$ cat src/rtl/pdp8_iobus.sv
// PDP-8 IOT bus sequencer: decodes a device code to one slot, steps the enabled
// IOP1/IOP2/IOP4 phases, gathers device status, and registers interrupt requests.
module pdp8_iobus #(
  parameter int                  NDEV         = 4,
  parameter int                  WIDTH        = 12,
  parameter logic [NDEV*6-1:0]   DEV_CODES    = {6'o61, 6'o60, 6'o04, 6'o03},
  parameter int                  PULSE_CYCLES = 1
) (
  input  logic                    clk,
  input  logic                    reset,
  input  logic                    iot_start,
  input  logic [11:0]             mb,
  input  logic [5:0]              io_select,
  input  logic [WIDTH-1:0]        io_data_in,
  output logic [NDEV-1:0]         dev_sel,
  output logic [2:0]              dev_iop,
  output logic [WIDTH-1:0]        dev_data_out,
  input  logic [NDEV*WIDTH-1:0]   dev_data_in,
  input  logic [NDEV-1:0]         dev_data_avail,
  input  logic [NDEV-1:0]         dev_skip,
  input  logic [NDEV-1:0]         dev_clear_ac,
  input  logic [NDEV-1:0]         dev_irq,
  output logic [WIDTH-1:0]        io_data_out,
  output logic                    io_data_avail,
  output logic                    io_skip,
  output logic                    io_clear_ac,
  output logic                    iot_busy,
  output logic                    iot_done,
  output logic                    io_interrupt,
  output logic [NDEV-1:0]         irq_pending,
  output logic [3:0]              irq_id
);

  localparam logic [2:0] S_IDLE = 3'd0;
  localparam logic [2:0] S_P1   = 3'd1;
  localparam logic [2:0] S_P2   = 3'd2;
  localparam logic [2:0] S_P4   = 3'd3;
  localparam logic [2:0] S_DONE = 3'd4;
  localparam logic [3:0] LAST   = 4'(PULSE_CYCLES - 1);

  logic [2:0]       state;
  logic [3:0]       cnt;
  logic [2:0]       iop_en;
  logic [NDEV-1:0]  sel_q;
  logic [NDEV-1:0]  match_oh;
  logic             match_any;
  logic [WIDTH-1:0] sel_data;
  logic [3:0]       irq_id_nxt;
  logic             in_phase;
  logic             unused_mb;

  assign unused_mb = ^mb[11:3];

  // Next enabled phase after the current state; DONE when none remain.
  function automatic logic [2:0] next_phase(input logic [2:0] st, input logic [2:0] en);
    logic [2:0] nxt;
    nxt = S_DONE;
    case (st)
      S_IDLE:  nxt = en[0] ? S_P1 : (en[1] ? S_P2 : (en[2] ? S_P4 : S_DONE));
      S_P1:    nxt = en[1] ? S_P2 : (en[2] ? S_P4 : S_DONE);
      S_P2:    nxt = en[2] ? S_P4 : S_DONE;
      default: nxt = S_DONE;
    endcase
    return nxt;
  endfunction

  // Scan downward so the lowest matching slot wins on duplicate codes.
  always_comb begin
    match_oh   = '0;
    match_any  = 1'b0;
    irq_id_nxt = 4'd0;
    sel_data   = '0;
    for (int i = NDEV - 1; i >= 0; i--) begin
      if (DEV_CODES[6*i +: 6] == io_select) begin
        match_oh    = '0;
        match_oh[i] = 1'b1;
        match_any   = 1'b1;
      end
      if (dev_irq[i]) irq_id_nxt = 4'(i);
    end
    for (int i = 0; i < NDEV; i++) begin
      if (sel_q[i]) sel_data = sel_data | dev_data_in[i*WIDTH +: WIDTH];
    end
  end

  assign in_phase = (state == S_P1) || (state == S_P2) || (state == S_P4);
  assign dev_sel  = in_phase ? sel_q : '0;
  assign dev_iop  = {state == S_P4, state == S_P2, state == S_P1};
  assign iot_busy = (state != S_IDLE);
  assign iot_done = (state == S_DONE);

  always_ff @(posedge clk) begin
    if (!reset) begin
      state         <= S_IDLE;
      cnt           <= 4'd0;
      iop_en        <= 3'd0;
      sel_q         <= '0;
      dev_data_out  <= '0;
      io_data_out   <= '0;
      io_data_avail <= 1'b0;
      io_skip       <= 1'b0;
      io_clear_ac   <= 1'b0;
      io_interrupt  <= 1'b0;
      irq_pending   <= '0;
      irq_id        <= 4'd0;
    end else begin
      irq_pending  <= dev_irq;
      io_interrupt <= |dev_irq;
      irq_id       <= irq_id_nxt;
      case (state)
        S_IDLE: begin
          if (iot_start) begin
            iop_en        <= mb[2:0];
            dev_data_out  <= io_data_in;
            sel_q         <= match_oh;
            cnt           <= 4'd0;
            io_data_out   <= '0;
            io_data_avail <= 1'b0;
            io_skip       <= 1'b0;
            io_clear_ac   <= 1'b0;
            state         <= match_any ? next_phase(S_IDLE, mb[2:0]) : S_DONE;
          end
        end
        S_P1, S_P2, S_P4: begin
          if (cnt == LAST) begin
            cnt   <= 4'd0;
            state <= next_phase(state, iop_en);
            if (|(dev_skip & sel_q))     io_skip     <= 1'b1;
            if (|(dev_clear_ac & sel_q)) io_clear_ac <= 1'b1;
            if (|(dev_data_avail & sel_q)) begin
              io_data_out   <= sel_data;
              io_data_avail <= 1'b1;
            end
          end else begin
            cnt <= cnt + 4'd1;
          end
        end
        default: state <= S_IDLE;
      endcase
    end
  end

endmodule

$ cat config.mk
export PLATFORM = sky130hd
export DESIGN_NAME = pdp8_iobus
export DESIGN_NICKNAME = d
export VERILOG_FILES = /design/src/rtl/pdp8_iobus.sv
export SDC_FILE = /design/constraint.sdc
export NUM_CORES = 1
export LEC_CHECK = 0
export ABC_AREA = 1
export CAP_MARGIN = 15
export CORE_MARGIN = 4
export CORE_UTILIZATION = 35
export CTS_BUF_LIST = sky130_fd_sc_hd__clkbuf_4 sky130_fd_sc_hd__clkbuf_8 sky130_fd_sc_hd__clkbuf_16
export DETAILED_ROUTE_END_ITERATION = 7
export GPL_ROUTABILITY_DRIVEN = 0
export MAX_ROUTING_LAYER = met4
export PLACE_DENSITY = 0.77
export SYNTH_ARGS = -nofsm -noshare
export SYNTH_HDL_FRONTEND = slang
export SYNTH_SLANG_ARGS = --single-unit
$ cat constraint.sdc
create_clock -name clk -period 1.3 [get_ports clk]
set_input_delay 0.13 -clock clk [delete_from_list [all_inputs] [get_ports clk]]
set_output_delay 0.13 -clock clk [all_outputs]
set_load 0.02 [all_outputs]
==> flow_summary.ini, run 1 <==
[status]
outcome = complete, but fails checks
violations = setup timing

[power_and_ir_drop]
switchingPower_uw = 985
total_power_uw = 3530
pwr-share-comb = 0.249
intPower_uw = 2550
irDropWorstVdd_v = 0.000551
switching_share = 0.279
clkPwrFrac = 0.316
powerDensity_nw_per_um2 = 796
seqPwrFrac = 0.435
power_leakage_uw = 0.00201

[detailed_routing]
drt_pass1_iterations = 4
drtIter0Drc = 90
wire_per_inst_um = 13.1
vias_per_cell = 4.67
drc = 0
wl_um = 8420
drtAntennaViolNets = 0
dr_total_vias = 2996

[placed_design]
postPlaceCellArea_um2 = 4130
dp_hpwl_um = 6530
numPortBuffers = 130

[worst_setup_path]
end_kind = register
worstPathMaxFanout = 12
worstSetupPathType = register to register
cp.arrival_ns = 1.68
critPathRequiredTime_ns = 1.54
start_kind = register

[final_layout]
antennaDiodeCount = 0
nFillCells = 600
utilization = 0.645
syn_to_final_growth_pct = 77.2
nets = 643
drive_above_1_share = 0.193
stdcell_area_um2 = 4430

[synthesis]
synth_cell_type_count = 30
synth_top_cell_by_area = dfxtp_1
synth_edf_count = 0
ys_top_cells_by_area = dfxtp_1 38%, nand2_1 18%, nor2_1 7.4%, a21oi_1 5.2%, inv_1 5.1%
synthArstFlopShare = 0
avgSynthCellArea_um2 = 6.60
synthCells = 379
synthFlopType = dfxtp_1
yosys_warnings = 0
synthDominantCellAreaShare = 0.376
synthMostInstantiatedCell = nand2_1
ys_seq_area_frac = 0.376
syn_area_um2 = 2500
synth_common_cells = 117 x nand2_1, 49 x nor2_1, 47 x dfxtp_1
synth_seq_cells = 47

[grt]
grt-ovfl-total = 0
grt_pass1_vias = 2902
grt.total_usage = 0.189
grt_max_degree = 19
grt_first_pass_wirelength_um = 12800
antenna_found_initial = 0

[floorplanning]
fp.coreArea_um2 = 6870
die_w_um = 92.5
initial_utilization = 0.364
rows = 30
die_area_um2 = 8560
ios = 142
chipHeight_um = 92.5

[clock_tree]
cts.sinks = 47
postCtsHoldBufs = 0
cts_tree = yes
clk_latency_ns = 0.31
numCtsBuffers = 5
root_buffer = clkbuf_8
clk_path_buf_depth = 2
h-tree-depth = 2
clkTransAtPathRegs_ns = 0.10

[sta]
finalSetupViolCount = 41
hold_violations = 0
finClkSkew_ns = 0.00535
fin_crit_sh = 1.10
drv_slew = 0
rsz0062_at_grt = yes
hold_slack_ns = 0.390
fin_setup_tns_ns = -2.56
max_freq_mhz = 697
min_period_ns = 1.43
layout_setup_ws_ns = -0.135

[worst_hold_path]
hold_path.class = input pin to register

[run]
drv_cap = 0
[layout make-up]
type / instances / area (um2) / share of cell area
clock inverters: 3 / 43.8 / 0.00988
clock buffers: 5 / 68.8 / 0.0155
flip-flops and latches: 47 / 947 / 0.214
well taps: 96 / 120 / 0.0271
repair buffers: 176 / 1670 / 0.377
multi-input cells: 279 / 1430 / 0.324
inverters: 35 / 146 / 0.0330
[logic make-up after synthesis]
family | Yosys count | share of synthesized area
other | 1 | 0.00150
buffers and inverters | 55 | 0.101
DFF | 47 | 0.376
AOI/OAI and AO/OA | 51 | 0.113
and+or+nand+nor | 223 | 0.399
adders and majority gates | 2 | 0.0100
[layout by cell type, fill, tap and decap left out, types with 11 or more instances in the layout]
master           count
nor2_1              43
dfxtp_1             44
and2_1              12
inv_1               27
nand4_1             17
a21oi_1             22
buf_4               39
o21ai_1             11
dlygate4sd2_1       34
nand2_1            116
buf_6               12
clkdlybuf4s50_1     87
[per-layer routing]
metal | track usage | routed length [um]
met5 | - | 0
met4 | 0.0804 | 231
met3 | 0.0398 | 509
met2 | 0.324 | 4230
met1 | 0.214 | 3440
[critical path, stage by stage (launching register included)]
cell     delay, ns
dfxtp_2       0.36
nor2_4        0.06
buf_12        0.12
buf_12        0.12
a21oi_4       0.18
nand2_4       0.09
nor2_4        0.11
buf_12        0.14
nand2_1       0.05
a21oi_1       0.13
[what timing repair did]
| action | CTS | global route |
|---|---|---|
| setup endpoints to repair | 73 | 49 |
| gates cloned | 1 | 1 |
| setup buffers | 4 | 5 |
| pin swaps | 3 | 8 |
| resized for setup | 102 | 39 |
[final timing paths]
kind | startpoint | to | slack (ns) | cells after the start
setup / recovery | state[1] | io_data_out[0] | -0.13 | 9
hold / removal | io_data_in[0] | dev_data_out[0] | 0.39 | 3
setup reg to reg | state[1] | io_data_out[0] | -0.13 | 9
hold reg to reg | io_clear_ac | io_clear_ac | 0.46 | 2
[power groups by stage]
stage               sequential (uW)  clock, uW  combinational (uW)
floorplan                      1620          0                 294
global placement               1570          0                 818
detailed placement             1570          0                 832
CTS                            1540       1120                 836
global route                   1540       1190                 948
finish                         1530       1120                 879
[sequential cells by signal, indices dropped and copies added (netlist names)]
register       cells
sel_q              4
io_interrupt       1
io_data_avail      1
irq_pending        4
io_skip            1
io_clear_ac        1
iop_en             2
cnt                4
state              3
irq_id             2
dev_data_out      12
io_data_out       12
[stage by stage]
stage	setup WS, ns	cells
floorplan	-0.0205	380
global placement	-0.234	622
detailed placement	-0.291	622
CTS	-0.149	635
global route	-0.224	641
finish	-0.135	641
No activity file was read; power rests on OpenSTA's default activity.
==> run 2, diff against run 1 <==
--- a/config.mk
+++ b/config.mk
@@ -12,6 +12,7 @@
 export CTS_BUF_LIST = sky130_fd_sc_hd__clkbuf_4 sky130_fd_sc_hd__clkbuf_8 sky130_fd_sc_hd__clkbuf_16
 export DETAILED_ROUTE_END_ITERATION = 7
 export GPL_ROUTABILITY_DRIVEN = 0
+export HOLD_SLACK_MARGIN = 0.03
 export MAX_ROUTING_LAYER = met4
 export PLACE_DENSITY = 0.77
 export SYNTH_ARGS = -nofsm -noshare
==> results of run 2 <==
Final layout, timing and power as in run 1 (identical DEF).
==> run 3, diff against run 2 <==
--- a/config.mk
+++ b/config.mk
@@ -7,11 +7,12 @@
 export LEC_CHECK = 0
 export ABC_AREA = 1
 export CAP_MARGIN = 15
-export CORE_MARGIN = 4
 export CORE_UTILIZATION = 35
 export CTS_BUF_LIST = sky130_fd_sc_hd__clkbuf_4 sky130_fd_sc_hd__clkbuf_8 sky130_fd_sc_hd__clkbuf_16
+export CTS_CLUSTER_DIAMETER = 50
 export DETAILED_ROUTE_END_ITERATION = 7
 export GPL_ROUTABILITY_DRIVEN = 0
+export GPL_TIMING_DRIVEN = 0
 export HOLD_SLACK_MARGIN = 0.03
 export MAX_ROUTING_LAYER = met4
 export PLACE_DENSITY = 0.77
==> run 3 against run 2 <==
  * The run still ends with setup timing left
  * Sequential cell count did not move
  * Clock skew rose by 0.0033 ns
  * Sequential power barely moved
  * Register-to-register slack barely moved
  * Die area fell by 13%
  * Fmax rose by 0.52%
==> flow_summary.ini, run 3 (same netlist as run 1, synthesis figures left out) <==
[clock_tree]
clk_latency_ns = 0.31
clk_path_buf_depth = 2
clkTransAtPathRegs_ns = 0.09
root_buffer = clkbuf_8
numCtsBuffers = 5
cts_tree = yes
cts.sinks = 47
h-tree-depth = 2
postCtsHoldBufs = 0

[floorplanning]
chipHeight_um = 86.5
fp.coreArea_um2 = 6830
die_w_um = 86.5
ios = 142
initial_utilization = 0.366
rows = 30
die_area_um2 = 7490

[final_layout]
nets = 636
top_regs = dev_data_out (12), io_data_out (12)
drive_above_1_share = 0.270
syn_to_final_growth_pct = 83.8
utilization = 0.673
mostFrequentLayoutCells = 109 x nand2_1, 87 x clkdlybuf4s50_1, 38 x dfxtp_1, 34 x dlygate4sd2_1, 32 x nor2_1
stdcell_area_um2 = 4600
antennaDiodeCount = 0
layout_commonest_cell = nand2_1

[detailed_routing]
drt_pass1_iterations = 6
dr_total_vias = 3084
drtIter0Drc = 124
wire_per_inst_um = 14.1
drtAntennaViolNets = 0
wl_um = 8920
vias_per_cell = 4.86
drc = 0

[grt]
antenna_found_initial = 0
grt.total_usage = 0.244
grt_max_degree = 16
grt_first_pass_wirelength_um = 13900
grt_pass1_vias = 3069
grt-ovfl-total = 0

[sta]
hold_slack_ns = 0.381
fin_crit_sh = 1.10
max_freq_mhz = 701
layout_setup_ws_ns = -0.128
finalSetupViolCount = 44
rsz0062_at_grt = yes
finClkSkew_ns = 0.00863
hold_violations = 0
min_period_ns = 1.43
drv_slew = 0

[placed_design]
dp_hpwl_um = 6060
postPlaceCellArea_um2 = 3940
pre_cts_ws_ns = -0.617
numPortBuffers = 130

[worst_hold_path]
hold_path.class = input pin to register

[worst_setup_path]
critPathRequiredTime_ns = 1.54
worstPathMaxFanout = 5
start_kind = register
worstSetupPathType = register to register
cp.arrival_ns = 1.67
end_kind = register

[run]
drv_cap = 0

[power_and_ir_drop]
powerDensity_nw_per_um2 = 754
irDropWorstVdd_v = 0.000423
total_power_uw = 3470
power_leakage_uw = 0.00200

[status]
violations = setup timing
outcome = complete, but fails checks
run 3: changes by cell type in the layout (fill, tap and decap cells not counted), sizes merged:
| cell | delta |
|---|---|
| buf | -9 |
| clkbuf | +4 |
| nand3 | -1 |
| bufinv | -1 |
run 3: report_power, final:
group / switching (uW) / total [uW] / leakage (uW) / internal, uW
clock network: 518 / 926 / 0.0000488 / 408
registers: 55.6 / 1550 / 0.000389 / 1500
logic: 461 / 989 / 0.00156 / 528
run 3: what timing repair did:
item / 4_1_cts / 5_1_grt
hold endpoints to repair: 0 / 0
gates cloned: 3 / 0
endpoints found under the setup margin: 80 / 49
resized for setup: 167 / 64
setup buffers: 17 / 4
pin swaps: 14 / 23
run 3: area by class of cell:
| cell class | instances | area [um2] |
|---|---|---|
| Sequential cell | 47 | 960 |
| Clock buffer | 6 | 76.3 |
| Inverter | 35 | 159 |
| Fill cell | 566 | 2230 |
| Clock inverter | 2 | 17.5 |
| Tap cell | 96 | 120 |
| Timing Repair Buffer | 154 | 1530 |
| Multi-Input combinational cell | 278 | 1590 |
| Buffer | 16 | 144 |
run 3: critical path: stages, from the launching register on:
cell	delay, ns
dfxtp_2	0.35
inv_2	0.06
ha_2	0.18
nand2_2	0.10
nand2_8	0.10
nand2_4	0.06
nor2_4	0.15
buf_6	0.16
nand2_1	0.07
a21oi_2	0.11
run 3: worst paths after layout:
kind | start | end | slack [ns] | depth (start not counted)
max | cnt[0] | io_data_out[5] | -0.13 | 9
min | io_data_in[0] | dev_data_out[0] | 0.38 | 3
min reg2reg | io_data_out[7] | io_data_out[7] | 0.47 | 2
max reg2reg | cnt[0] | io_data_out[5] | -0.13 | 9
run 3: per-stage QoR:
| stage | cells | TNS, ns |
|---|---|---|
| after floorplan | 380 | -0.0818 |
| after global routing | 634 | -5.98 |
| final | 634 | -3.13 |
| after detailed placement | 606 | -10.96 |
| after global placement | 606 | -10.64 |
| after CTS | 630 | -3.26 |
run 3: metal layers:
layer  up-vias  track usage  share of wire
li1       1516            -              -
met1      1454        0.268           0.41
met2        96        0.447           0.53
met3        18       0.0476          0.042
met4         0       0.0712          0.022
met5         -            -              0
